### config.mk
export PLATFORM = sky130hd
export DESIGN_NAME = step_rate_gen
export DESIGN_NICKNAME = d
export VERILOG_FILES = /design/src/rtl/rate_pkg.sv /design/src/rtl/button_debounce.sv /design/src/rtl/step_rate_gen.sv
export SDC_FILE = /design/constraint.sdc
export NUM_CORES = 1
export LEC_CHECK = 0
export CELL_PAD_IN_SITES_DETAIL_PLACEMENT = 1
export CELL_PAD_IN_SITES_GLOBAL_PLACEMENT = 2
export CORE_ASPECT_RATIO = 0.7
export CORE_MARGIN = 2
export CORE_UTILIZATION = 37
export DETAILED_ROUTE_END_ITERATION = 10
export PLACE_DENSITY = 0.8
export SLEW_MARGIN = 30
export SYNTH_ARGS = -nofsm -noshare
export SYNTH_HDL_FRONTEND = slang
export SYNTH_SLANG_ARGS = --single-unit
### constraint.sdc
create_clock -name inclk -period 4.95 [get_ports inclk]
set_clock_uncertainty 0.1 [all_clocks]
set_input_delay 0.99 -clock inclk [delete_from_list [all_inputs] [get_ports inclk]]
set_output_delay 0.99 -clock inclk [all_outputs]
set_load 0.05 [all_outputs]
### src/rtl/rate_pkg.sv
`default_nettype none
// ============================================================================
// rate_pkg : shared types and helpers for the step rate generator
// Rev 1.0
// ============================================================================
package rate_pkg;

    typedef enum logic [0:0] {
        RUN    = 1'b0,
        PAUSED = 1'b1
    } run_state_t;

    localparam int LEVELS_DEFAULT = 8;

    function automatic int level_w(input int levels);
        return (levels > 1) ? $clog2(levels) : 1;
    endfunction

    localparam int LEVEL_W = level_w(LEVELS_DEFAULT);

endpackage
`default_nettype wire

### src/rtl/button_debounce.sv
`default_nettype none
// ============================================================================
// button_debounce : 2-flop synchroniser, stability counter and press detect
// Rev 1.0
// ============================================================================
module button_debounce #(
    parameter int DEBOUNCE_CYCLES = 500_000,
    parameter int CNT_W           = 32
) (
    input  logic inclk,
    input  logic reset,
    input  logic raw,
    output logic db,
    output logic press
);

    localparam logic [CNT_W-1:0] C_LAST = CNT_W'(DEBOUNCE_CYCLES - 1);
    localparam logic [CNT_W-1:0] C_ONE  = CNT_W'(1);

    logic             sync1_q;
    logic             sync2_q;
    logic             db_q;
    logic             db_d;
    logic             db_dly_q;
    logic             press_q;
    logic [CNT_W-1:0] cnt_q;
    logic [CNT_W-1:0] cnt_d;

    always_comb begin
        cnt_d = '0;
        db_d  = db_q;
        if (sync2_q != db_q) begin
            if (cnt_q == C_LAST) begin
                db_d = sync2_q;
            end else begin
                cnt_d = cnt_q + C_ONE;
            end
        end
    end

    // press is registered so the level/state update lands one edge after it
    always_ff @(posedge inclk or posedge reset) begin
        if (reset) begin
            sync1_q  <= 1'b0;
            sync2_q  <= 1'b0;
            db_q     <= 1'b0;
            db_dly_q <= 1'b0;
            press_q  <= 1'b0;
            cnt_q    <= '0;
        end else begin
            sync1_q  <= raw;
            sync2_q  <= sync1_q;
            db_q     <= db_d;
            db_dly_q <= db_q;
            press_q  <= db_q & ~db_dly_q;
            cnt_q    <= cnt_d;
        end
    end

    assign db    = db_q;
    assign press = press_q;

endmodule
`default_nettype wire

### src/rtl/step_rate_gen.sv
`default_nettype none
// ============================================================================
// step_rate_gen : button-controlled step tick / step clock divider
// Rev 1.0
// ============================================================================
module step_rate_gen
    import rate_pkg::*;
#(
    parameter int BASE_DIV        = 25_000_000,
    parameter int LEVELS          = 8,
    parameter int DEBOUNCE_CYCLES = 500_000,
    parameter int CNT_W           = 32
) (
    input  logic                         inclk,
    input  logic                         reset,
    input  logic                         btn_faster,
    input  logic                         btn_slower,
    input  logic                         btn_pause,
    output logic                         step_tick,
    output logic                         step_clk,
    output logic [level_w(LEVELS)-1:0]   level,
    output logic                         paused
);

    localparam int               LW        = level_w(LEVELS);
    localparam logic [CNT_W-1:0] C_BASE    = CNT_W'(BASE_DIV);
    localparam logic [CNT_W-1:0] C_ONE     = CNT_W'(1);
    localparam logic [LW-1:0]    C_LVL_ONE = LW'(1);
    localparam logic [LW-1:0]    C_LVL_MAX = LW'(LEVELS - 1);

    logic [2:0]       w_raw;
    logic [2:0]       w_press;
    logic [2:0]       w_db_unused;

    logic [LW-1:0]    level_q;
    logic [LW-1:0]    level_d;
    run_state_t       state_q;
    run_state_t       state_d;
    logic [CNT_W-1:0] cnt_q;
    logic [CNT_W-1:0] cnt_d;
    logic             tick_q;
    logic             tick_d;
    logic             sclk_q;
    logic             sclk_d;

    logic [CNT_W-1:0] w_period;
    logic [CNT_W-1:0] w_half;
    logic             w_last;
    logic             w_up;
    logic             w_dn;
    logic             w_chg;

    assign w_raw = {btn_pause, btn_slower, btn_faster};

    for (genvar gi = 0; gi < 3; gi++) begin : g_btn
        button_debounce #(
            .DEBOUNCE_CYCLES (DEBOUNCE_CYCLES),
            .CNT_W           (CNT_W)
        ) u_db (
            .inclk (inclk),
            .reset (reset),
            .raw   (w_raw[gi]),
            .db    (w_db_unused[gi]),
            .press (w_press[gi])
        );
    end

    assign w_period = C_BASE >> level_q;
    assign w_half   = w_period >> 1;
    assign w_last   = (cnt_q == (w_period - C_ONE));

    // simultaneous faster+slower cancel; saturated presses are no-ops
    assign w_up  = w_press[0] & ~w_press[1] & (level_q != C_LVL_MAX);
    assign w_dn  = w_press[1] & ~w_press[0] & (level_q != '0);
    assign w_chg = w_up | w_dn;

    always_comb begin
        level_d = level_q;
        if (w_up) begin
            level_d = level_q + C_LVL_ONE;
        end else if (w_dn) begin
            level_d = level_q - C_LVL_ONE;
        end

        state_d = state_q;
        if (w_press[2]) begin
            state_d = (state_q == RUN) ? PAUSED : RUN;
        end

        cnt_d  = cnt_q;
        tick_d = 1'b0;
        sclk_d = sclk_q;
        if (state_q == RUN) begin
            sclk_d = (cnt_q < w_half);
            cnt_d  = w_last ? '0 : (cnt_q + C_ONE);
            tick_d = w_last & ~w_chg;
        end
        if (w_chg) begin
            cnt_d = '0;
        end
    end

    always_ff @(posedge inclk or posedge reset) begin
        if (reset) begin
            level_q <= '0;
            state_q <= RUN;
            cnt_q   <= '0;
            tick_q  <= 1'b0;
            sclk_q  <= 1'b0;
        end else begin
            level_q <= level_d;
            state_q <= state_d;
            cnt_q   <= cnt_d;
            tick_q  <= tick_d;
            sclk_q  <= sclk_d;
        end
    end

    assign step_tick = tick_q;
    assign step_clk  = sclk_q;
    assign level     = level_q;
    assign paused    = (state_q == PAUSED);

endmodule
`default_nettype wire

# Yosys cells after proc, flatten, opt, wreduce, memory -nomap -nowiden
# Cells that the tools add are included.
# totals
input_bits,5
output_inout_bits,6
regBits,149
# classes
n_mux,13
n_reduce_logical,5
bitwise,15
n_lt_le_gt_ge,1
n_addsub,7
eq_ne,9
shift,1
# ops
cell,n
2-to-1 mux 32 bit,9
"adder 32 x 1 -> 32 bit, second input constant",4
"== test 32 x 19 -> 1 bit, second input constant",3
== test 32 bit,1
less-than comparator 32 x 31 -> 1 bit,1
">> shifter 25 x 3 -> 32 bit, first input constant",1
"subtractor 32 x 1 -> 32 bit, second input constant",1
AND 1 bit,8
2-to-1 mux 3 bit,2
NOT 1 bit,6
AND reduction 2 bit,3
"adder 3 x 1 -> 3 bit, second input constant",1
inequality test 1 bit,3
"inequality test 3 bit, second input constant",1
nonzero test 3 bit,1
"subtractor 3 x 1 -> 3 bit, second input constant",1
2-to-1 mux 1 bit,2
"inequality test 2 x 1 -> 1 bit, second input constant",1
nonzero test 2 bit,1
bitwise OR 1 bit,1

# Logic depth before layout (Yosys ltp)
# Gate-level depths: netlist of run 1.
# logic_depth
ltp_word,7
mapped_depth,14

# By module
# From an unflattened synthesis of run 1, not the netlist that was laid out.
# hier_totals
hier_cells,987
area_unflattened_um2,9182.6
# by_module_without_submodules
mod,area_per_inst_um2,seq_area_each_um2,cells_each,n_inst
button_debounce,1869.3,925.9,192,3
step_rate_gen,3574.7,950.9,411,1

# Worst setup path before layout of run 1
# OpenSTA, ideal clock, no wires.
# synth_timing
kind,register to register
start,register level_q[2] (netlist: level[2])
end,register cnt_q[9]
path_buffers,4
slack_ns,1.788
path_stages_with_launch,15
arrival_ns,2.940
cell_sequence,dfrtp_1 > buf_4 > buf_2 > nand2_1 > inv_1 > nand2_1 > ha_1 > buf_2 > xor3_1 > o32ai_1 > nand2_1 > a31o_2 > nor4_4 > buf_4 > o21ai_1
# synth_via
elab_chain_len,6
word_cells_on_any_way,12
classes_between,add/sub: 1; eq/ne: 3; shift: 1; mux: 3; bitwise: 3; reduce/logical: 1
# synth_rtl
item,line_no,source
start: declaration,step_rate_gen.sv:35,logic [LW-1:0] level_q;
start signal: assignment,step_rate_gen.sv:111,level_q <= level_d;
>> shifter 25 x 3 -> 32 bit,step_rate_gen.sv:68,assign w_period = C_BASE >> level_q;
subtractor 32 x 1 -> 32 bit,step_rate_gen.sv:70,assign w_last = (cnt_q == (w_period - C_ONE));
== test 32 bit,step_rate_gen.sv:70,
2-to-1 mux 32 bit,step_rate_gen.sv:95,cnt_d = w_last ? '0 : (cnt_q + C_ONE);
2-to-1 mux 32 bit,step_rate_gen.sv:93,if (state_q == RUN) begin
2-to-1 mux 32 bit,step_rate_gen.sv:98,if (w_chg) begin
end signal: assignment,step_rate_gen.sv:113,cnt_q <= cnt_d;
end: declaration,step_rate_gen.sv:39,logic [CNT_W-1:0] cnt_q;
# Parallel ways exist; a longest one is shown, timed or not. The select of a mux whose other input is x is not followed.
# A chain may end at the register's enable or synchronous reset.

# Worst setup path in the final report of run 1
# layout_timing
start,register level_q[0] (netlist: level[0])
end,output port level[0]
# layout_rtl
item,line_no,source
end: declaration,step_rate_gen.sv:21,"output logic [level_w(LEVELS)-1:0] level,"
# No word-level cell between the ends.

==> results of run 1 <==
## critical path: stages, from the launching register on
cell,delay (ps)
dfrtp_1,620
buf_4,420
clkdlybuf4s50_1,880
## worst max path at each step
| stage | slack, ps | cells past startpoint | end | from |
|---|---|---|---|---|
| 2_1_floorplan | 1790 | 14 | cnt_q[9] | level[2] |
| 3_3_place_gp | 1610 | 8 | cnt_q[3] | level[2] |
| 3_5_place_dp | 1560 | 8 | cnt_q[3] | level[2] |
| 4_1_cts | 1490 | 2 | level[0] | level[0] |
| 5_1_grt | 1230 | 8 | cnt_q[9] | level[2] |
| 6_report | 1490 | 2 | level[0] | level[0] |
## state kept, by name (all words and copies together) (netlist names), 3 cells and up
name,cells
level,3
cnt_q,32
g_btn.u_db.sync1_q,3
g_btn.u_db.db_dly_q,3
g_btn.u_db.sync2_q,3
g_btn.u_db.db,3
g_btn.u_db.press,3
g_btn.u_db.cnt_q,96
## power breakdown
part | internal, µW | leakage, µW | switching (µW) | total (µW)
logic | 12.1 | 0.00158 | 42.8 | 54.9
registers | 1230 | 0.00204 | 8.27 | 1230
clock network | 916 | 0.000323 | 555 | 1470
## routing by layer
layer / vias up / share of wire [%] / GRT usage (%)
li1: 3240 / - / -
met1: 3322 / 54 / 28.03
met2: 50 / 43 / 26.91
met3: 16 / 2.5 / 4.213
met4: 0 / 0.87 / 4.199
met5: - / 0 / 0
## metrics by stage
step	power [µW]	std cells	util, %	hold WS, ps	area (µm²)
5_1_grt	2864	1241	42.23	257.4	9575
3_5_place_dp	1314	1209	39.28	241.3	8907
6_report	2760	1241	42.23	253.0	9575
2_1_floorplan	1295	922	-	231.2	8552
4_1_cts	2806	1241	42.20	256.7	9569
3_3_place_gp	1314	1209	39.25	238.7	8901
## synthesized netlist by cell type, types with 3 or more instances
| library cell | number |
|---|---|
| dfrtp_1 | 149 |
| nor2_1 | 117 |
| xnor2_1 | 64 |
| nand2_1 | 62 |
| nand3_1 | 55 |
| xor2_1 | 52 |
| nor3_1 | 34 |
| and3_1 | 33 |
| o21ai_0 | 29 |
| ha_1 | 28 |
| inv_1 | 28 |
| a21oi_1 | 27 |
| nand4_1 | 25 |
| nor4_1 | 22 |
| clkbuf_1 | 20 |
| or3_1 | 17 |
| and4_1 | 14 |
| nor2b_1 | 14 |
| buf_2 | 12 |
| o211ai_1 | 9 |
| nand2b_1 | 8 |
| and2_1 | 7 |
| nor3b_1 | 7 |
| a2111oi_0 | 6 |
| a21o_1 | 5 |
| buf_4 | 5 |
| nand3b_1 | 5 |
| nor4b_1 | 5 |
| or2_2 | 5 |
| o22ai_1 | 4 |
| a311oi_1 | 3 |
| and3b_1 | 3 |
| buf_1 | 3 |
| buf_6 | 3 |
| mux2_2 | 3 |
## cells by family (layout without fill, tap and decap cells)
| group | count (synthesis) | in the layout | synth area share [%] |
|---|---|---|---|
| AND/OR/NAND/NOR | 444 | 444 | 27.36 |
| flip-flops | 149 | 149 | 43.62 |
| XOR/XNOR | 118 | 118 | 12.35 |
| AO/OA/AOI/OAI | 105 | 105 | 7.889 |
| buffers and inverters | 72 | 79 | 3.820 |
| adder cells (fa/ha/maj) | 29 | 29 | 4.333 |
| multiplexers | 5 | 5 | 0.6294 |
## area by class of cell
| class | instances | area (µm²) |
|---|---|---|
| fill | 2624 | 13100 |
| multi-input combinational | 701 | 4509 |
| sequential | 149 | 3729 |
| clock buffer | 18 | 439.2 |
| tap | 312 | 390.4 |
| clock inverter | 14 | 222.7 |
| timing repair buffer | 18 | 172.7 |
| inverter | 29 | 112.6 |
==> summary.md, run 1 <==
| Metric | Value |
|---|---|
| Worst-path clk slew | ~70 ps |
| RD Place Congestion | 0.8226 |
| Power density over the cells | 288.2 mW/mm² |
| Reg2reg setup slack | 1530 ps |
| R2R cell count | 8 |
| Initial antenna violation count | 0 |
| Vias/cell | 5.341 |
| Total number of vias | 6628 |
| Hold Crit Start | g_btn[1].u_db.sync1_q |
| Tmin final | 3456 ps |
| Max clock buf depth | 2 |
| Relative slew slack | 45.57% |
| Commonest non-fill, non-tap cell in the layout | dfrtp_1 |
| RR Startpoint | level[2] |
| Antenna viol nets, final | 0 |
| Syn Area/Cell | 9.271 µm² |
| Arr. time, crit path | about 2400 ps |
| Area Growth Syn to Fin | 12.02% |
| DR DRC count | 0 |
| CTS Root Cell | clkbuf_16 |
| Hold Path Sink | g_btn[1].u_db.sync2_q |
| Setup violators final | 0 |
| Final Max Tran Viols | 0 |
| Worst-Margin Slew | 816.4 ps |
| Die ar. | 0.02435 mm² |
| Fin. Hold Viols | 0 |
| Drt first pass iters | 4 |
| Unrepaired setup endpoints after global routing | no |
| Top cell type's share of synthesized area | 43.62% |
| Seq/Total Area, Yosys | 43.62% |
| TritonCTS clock tree | done |
| # hold bufs at CTS | 0 |
| Row cnt | 46 |
| Commonest non-fill, non-tap cells in the layout | 149 x dfrtp_1, 117 x nor2_1, 64 x xnor2_1, 62 x nand2_1, 55 x nand3_1 |
| Worst setup margin | 1495 ps |
| GRT Total Usage | a little under a fifth |
| Number of distinct library cells after synthesis | 66 |
| H-tree depth | 4 |
| Yosys reg bits | about 150 |
| DIE HEIGHT | 131.2 µm |
| Drt total wl | 21230 µm |
| Cell Area, Synth | between 0.008 and 0.009 mm² |
| Post-Place Worst Slack | 1560 ps |
| Max Freq | 0.2894 GHz |
| Die X | 185.7 µm |
| Max IR drop VDD | 0.2286 mV |
| Final nets | 950 |
| Leakage | between 0.003 and 0.004 µW |
| Total congestion overflow | 0 |
| Critical Path RT | a little under 4000 ps |
| Worst hold path cell count | 0 |
| Max FO, Critical Path | 32 |
| Ratio of cells with drive above 1 in the final layout | 6.566% |
| Top cells by area, synth | dfrtp_1 44%, xnor2_1 6.6%, xor2_1 5.3%, nor2_1 5.1%, ha_1 4.1% |
| Skew-Pair Late Insertion Delay | around 440 ps |
| Number of flops mapped to enable cells by yosys | 0 |
| 1st-iter DRT viols | 429 |
| Routed len/inst | 17.11 µm |
| Fin crit share | 69.81% |
| Synth Flop Type | dfrtp_1 |
| CP endpoint kind | output pin |
| Share of flip-flops with an asynchronous set or reset | 100.0% |
| Total CTS buffers | 17 |
| Vias in the first global route | roughly 6700 |
| # diodes | 0 |
| Setup TNS | 0 ps |
| Cell count after synthesis | between 900 and 1000 |
| Yosys top cell by area | dfrtp_1 |
| PostCTS Resize Cnt | 0 |
| Post-CTS Setup Repair Bufs | 0 |
| I/O pin cnt | 11 |
| DP HPWL | 14160 µm |
| First-pass GRT wire length | between 30000 and 40000 µm |
| CP Launch Type | flop |
| Largest net degree at the start of global routing | 150 |
| Critical path class | flop to output pin |
| Status | complete, no violations |
| Core ar. | 0.02268 mm² |
| Worst r2r dst | cnt_q[9] |
| PortBufs | 10 |
| CTS sink count | roughly 150 |
| Net Count, Synth | 956 |
| Max_cap viols | 0 |
| Initial core utilization | 37.70% |
| Hold Path Class | flop to flop |
| Synth Warn # | 0 |
(Power assumes the default switching activity.)
==> inputs of run 2 (changes only) <==
Settings changed: CORE_UTILIZATION 37 to 41, PLACE_DENSITY 0.8 to 0.83.
Clock period 4.95 ns to 3.3 ns, I/O delays scaled along.
==> run 2 against run 1 <==
Net effect:
- global-route usage grew 3.0 points
- register-to-register slack lost 1200 ps
- utilization grew 4.4 points
- worst hold slack lost 3.5 ps
- via count grew 2.4%
- critical path depth grew 6
- sequential power grew 50%
- first-iteration DRC count shrank 8.6%
- count of clock-buffer cells in the layout grew 3
- worst setup slack lost 1100 ps
- non-clock buffer count grew 19
- sequential cell count is the same
- largest power group unchanged
==> summary.md, run 2 (synthesis gave the netlist of run 1 again) <==
| Metric | Value |
|---|---|
| Status | complete, no violations |
| Core ar. | 0.02059 mm² |
| Die ar. | 0.02204 mm² |
| Number of buffers and inverters on the critical path | 3 |
| Initial core utilization | 41.52% |
| Hold Crit Start | g_btn[2].u_db.sync1_q |
| Worst-Margin Slew | 836.7 ps |
| Total CTS buffers | 17 |
| Kind of cell adding the most delay to the critical path | buffers and inverters |
| Area Growth Syn to Fin | 12.41% |
| GR Util met1 | 33.34% |
| # hold bufs at CTS | 0 |
| Unrepaired setup endpoints after global routing | no |
| PostCTS Resize Cnt | 0 |
| GR peak layer | met1 |
| Delay of the slowest critical-path stage | 530 ps |
| CTS Root Cell | clkbuf_16 |
| TritonCTS clock tree | done |
| Leakage | 0.004011 µW |
| Max clock buf depth | 2 |
| DP HPWL | between 15000 and 20000 µm |
| Largest net degree at the start of global routing | 48 |
| Vias/cell | 5.547 |
| Hold Path Sink | g_btn[2].u_db.sync2_q |
| # diodes | 0 |
| Final Instance Area | 0.009609 mm² |
| Post-CTS Setup Repair Bufs | 0 |
| Max Freq | 0.3395 GHz |
| Final core utilization | between 40% and 50% |
| I/O pin cnt | 11 |
| Worst-path clk slew | 70 ps |
| Arr. time, crit path | slightly above 3000 ps |
| Critical Path RT | 3460 ps |
| R2R cell count | 8 |
| PortBufs | 10 |
| Area post-placement | between 0.009 and 0.01 mm² |
| CP endpoint kind | flop |
| 1st-iter DRT viols | 392 |
| Max_cap viols | 0 |
| Max FO, Critical Path | 22 |
| Skew-Pair Late Insertion Delay | 420 ps |
| Total number of vias | 6790 |
| Row cnt | 44 |
| Ratio of cells with drive above 1 in the final layout | roughly 8.0% |
| CTS sink count | 149 |
| Worst r2r dst | cnt_q[3] |
| Antenna viol nets, final | 0 |
| Drt first pass iters | 4 |
| Initial antenna violation count | 0 |
| CP Cell Sequence | buf_4, inv_1, a2111oi_0, o22ai_1, or4_4, nor4_4, buf_4, a2111oi_0 |
| Slowest-stage cell, CP | or4_4 |
| Vias in the first global route | 7033 |
| Power density over the cells | 405.4 mW/mm² |
| RD Place Congestion | 0.9320 |
| DIE HEIGHT | 124.8 µm |
| Met3 Use GR | 4.243% |
| Setup TNS | 0 ps |
| Critical path class | flop to flop |
| RR Startpoint | level[2] |
| Fin. Hold Viols | 0 |
| Final Max Tran Viols | 0 |
| Commonest non-fill, non-tap cell in the layout | dfrtp_1 |
| DR DRC count | 0 |
| Max IR drop VDD | 0.3392 mV |
| Worst hold path cell count | 0 |
| Commonest non-fill, non-tap cells in the layout | 149 x dfrtp_1, 117 x nor2_1, 64 x xnor2_1, 62 x nand2_1, 55 x nand3_1 |
| Routed len/inst | 18.11 µm |
| Fin crit share | 89.27% |
| H-tree depth | 4 |
| Die X | 176.6 µm |
| Reg2reg setup slack | around 350 ps |
| Largest reg by FF count | g_btn.u_db.cnt_q |
| Largest register FFs | 96 |
| First-pass GRT wire length | between 30000 and 40000 µm |
| Hold Path Class | flop to flop |
| CP Launch Type | flop |
| Tmin final | 2946 ps |
| M2 GR Usage | 30.70% |
| Total congestion overflow | 0 |
| GRT Total Usage | 21.54% |
| Relative slew slack | 44.21% |
| Final nets | 969 |
| Biggest regs | g_btn.u_db.cnt_q x96, cnt_q x32 |
| Setup violators final | 0 |
| Drt total wl | 22160 µm |
## run 2: worst max-delay path by stage
| stage | start | end | slack (ps) | cells after the start |
|---|---|---|---|---|
| floorplan | level[2] | cnt_q[9] | 140 | 14 |
| global placement | level[1] | cnt_q[3] | 500 | 8 |
| detailed placement | level[2] | cnt_q[3] | 430 | 8 |
| CTS | level[2] | cnt_q[3] | 390 | 8 |
| finish | level[2] | cnt_q[3] | 350 | 8 |
| global route | level[2] | cnt_q[3] | 190 | 8 |
## run 2: stage by stage
stage / instances / hold WS, ps / power, µW / worst slack (ps)
after floorplan: 922 / 231.2 / 1942 / 138.4
after global placement: 1192 / 238.7 / 1976 / 501.1
after detailed placement: 1192 / 237.1 / 1979 / 431.8
after CTS: 1224 / 252.1 / 3951 / 394.9
after global routing: 1224 / 270.8 / 4029 / 193.6
final: 1224 / 249.5 / 3895 / 354.2
## run 2: layer usage
layer / wire [µm] / share of wire (%)
met1: 11760 / 53
met2: 9328 / 42
met3: 861 / 3.9
met4: 207 / 0.93
met5: 0 / 0
## run 2: area by class of cell
cell class                 count  area [µm²]
inverter                      29       112.6
multi-input combinational    701        4497
sequential                   149        3729
tap                          276       345.3
clock buffer                  21       460.4
clock inverter                11       125.1
fill                        2374       10980
timing repair buffer          37       340.3
## run 2: power by group
group / total, µW / internal [µW] / switching [µW] / leakage [µW]
logic: 89.7 / 23.5 / 66.1 / 0.00169
clock network: 1950 / 1160 / 798 / 0.000284
registers: 1850 / 1840 / 11.3 / 0.00204
==> inputs of run 3 (changes only) <==
Settings changed: DONT_BUFFER_PORTS set to 1, HOLD_SLACK_MARGIN set to 0.02, PLACE_DENSITY 0.83 to 0.82.
==> run 3 against run 2 <==
Net effect:
- sequential power hardly changed
- worst setup slack better by 26 ps
- via count shrank 2.2%
- non-clock buffer count down 16
- sequential share of layout area is 0.64 points higher
- routed wire length decreased by 4.2%
- sequential cell count unchanged
- worst hold slack worse by 210 ps
- final cell count decreased by 1.3%
- critical path type unchanged
- largest power group unchanged
==> summary.md, run 3 (synthesis gave the netlist of run 1 again) <==
| Metric | Value |
|---|---|
| Largest net degree at the start of global routing | 74 |
| Biggest regs | g_btn.u_db.cnt_q x96, cnt_q x32 |
| Worst-path clk slew | 60 ps |
| Number of buffers and inverters on the critical path | 1 |
| RD Place Congestion | ~0.84 |
| Total CTS buffers | 17 |
| DR DRC count | 0 |
| RR Startpoint | level[0] |
| DP HPWL | 14950 µm |
| Area Growth Syn to Fin | 10.61% |
| Reg2reg setup slack | 380 ps |
| Largest register FFs | 96 |
| Vias in the first global route | 6793 |
| Post-CTS Setup Repair Bufs | 0 |
| Delay of the slowest critical-path stage | 530 ps |
| H-tree depth | 4 |
| Fin crit share | about nine tenths |
| Initial antenna violation count | 0 |
| Power density over the cells | 404.4 mW/mm² |
| DIE HEIGHT | approximately 120 µm |
| Total number of vias | 6644 |
| Drt total wl | 21230 µm |
| Total congestion overflow | 0 |
| Leakage | 0.003934 µW |
| Vias/cell | 5.500 |
| Core ar. | just over 0.02 mm² |
| Antenna viol nets, final | 0 |
| Worst r2r dst | step_clk |
| Die ar. | 0.02204 mm² |
| Unrepaired setup endpoints after global routing | no |
| Largest reg by FF count | g_btn.u_db.cnt_q |
| Final core utilization | 45.92% |
| Critical path class | flop to flop |
| CTS Root Cell | clkbuf_16 |
| CP Launch Type | flop |
| Fin. Hold Viols | 0 |
| Drt first pass iters | 5 |
| GRT Total Usage | approximately a fifth |
| Slowest-stage cell, CP | nor3b_1 |
| Setup TNS | 0 ps |
| Kind of cell adding the most delay to the critical path | compound AO/OA/AOI/OAI gates |
| I/O pin cnt | 11 |
| First-pass GRT wire length | 36510 µm |
| PortBufs | 0 |
| R2R cell count | 9 |
| 1st-iter DRT viols | roughly 500 |
| PostCTS Resize Cnt | 0 |
| Initial core utilization | about two fifths |
| CP Cell Sequence | buf_4, nor3b_1, a21oi_1, ha_1, and4_1, a221o_1, o2111ai_1, a31oi_1, o21ai_0 |
| Max_cap viols | 0 |
| Relative slew slack | 45.43% |
| Max FO, Critical Path | 43 |
| Skew-Pair Late Insertion Delay | 430 ps |
| DP Cell Count | 1176 |
| Hold Path Class | input port to async pin |
| Commonest non-fill, non-tap cells in the layout | 148 x dfrtp_1, 117 x nor2_1, 64 x xnor2_1, 62 x nand2_1, 55 x nand3_1 |
| Max Freq | about 0.34 GHz |
| Non-filler cells, final | 1208 |
| Final nets | 953 |
| CTS sink count | ~150 |
| Final Max Tran Viols | 0 |
| Routed len/inst | 17.57 µm |
| Worst-Margin Slew | 811.0 ps |
| Max IR drop VDD | 0.3254 mV |
| Max clock buf depth | 2 |
| Critical Path RT | 3550 ps |
| Arr. time, crit path | 3170 ps |
| Tmin final | 2919 ps |
| Setup violators final | 0 |
| # diodes | 0 |
| Row cnt | 44 |
| TritonCTS clock tree | done |
| Commonest non-fill, non-tap cell in the layout | dfrtp_1 |
| Status | complete, no violations |
| Ratio of cells with drive above 1 in the final layout | 7.618% |
| # hold bufs at CTS | 0 |
| Die X | about 180 µm |
| CP endpoint kind | flop |
==> run 3: changes by cell type in the layout (fill, tap and decap cells not counted), sizes merged <==
cell	before	now
clkbuf	21	20
inv	30	29
buf	27	21
clkdlybuf4s50	10	0
clkinvlp	3	4
clkinv	5	6
==> run 3: worst max-delay path by stage <==
stage	start	endpoint	slack, ps	cells past startpoint
after floorplan	level[2]	cnt_q[9]	140	14
after global placement	level[0]	step_clk	480	9
after detailed placement	level[0]	step_clk	430	9
after CTS	level[0]	step_clk	430	9
after global routing	level[0]	cnt_q[3]	230	11
final	level[0]	step_clk	380	9
==> run 3: per-layer routing <==
metal,up-vias,wire length [µm],track usage (%)
met3,11,690,3.877
li1,3231,-,-
met4,0,148,4.084
met1,3311,11380,32.08
met2,91,9013,30.22
met5,-,0,0
==> run 3: final cells by class <==
class / instances / area [µm²]
clock buffer: 20 / 446.7
clock inverter: 12 / 128.9
fill: 2362 / 11130
inverter: 29 / 112.6
multi-input combinational: 701 / 4497
sequential: 149 / 3730
tap: 276 / 345.3
timing repair buffer: 21 / 195.2
==> run 3: where the power goes <==
group          internal [µW]  switching (µW)  total [µW]
combinational           17.4            63.2        80.6
clock                   1130             761        1890
sequential              1840            11.6        1850
==> run 3: metrics by stage <==
stage	hold WS [ps]	worst slack (ps)	total power [µW]	area (µm²)
after global routing	55.03	231.4	3974	9455
after floorplan	231.2	138.4	1942	8552
after CTS	37.15	435.0	3885	9455
after detailed placement	235.6	434.1	1970	8880
after global placement	234.2	483.9	1968	8880
final	35.94	380.7	3823	9455
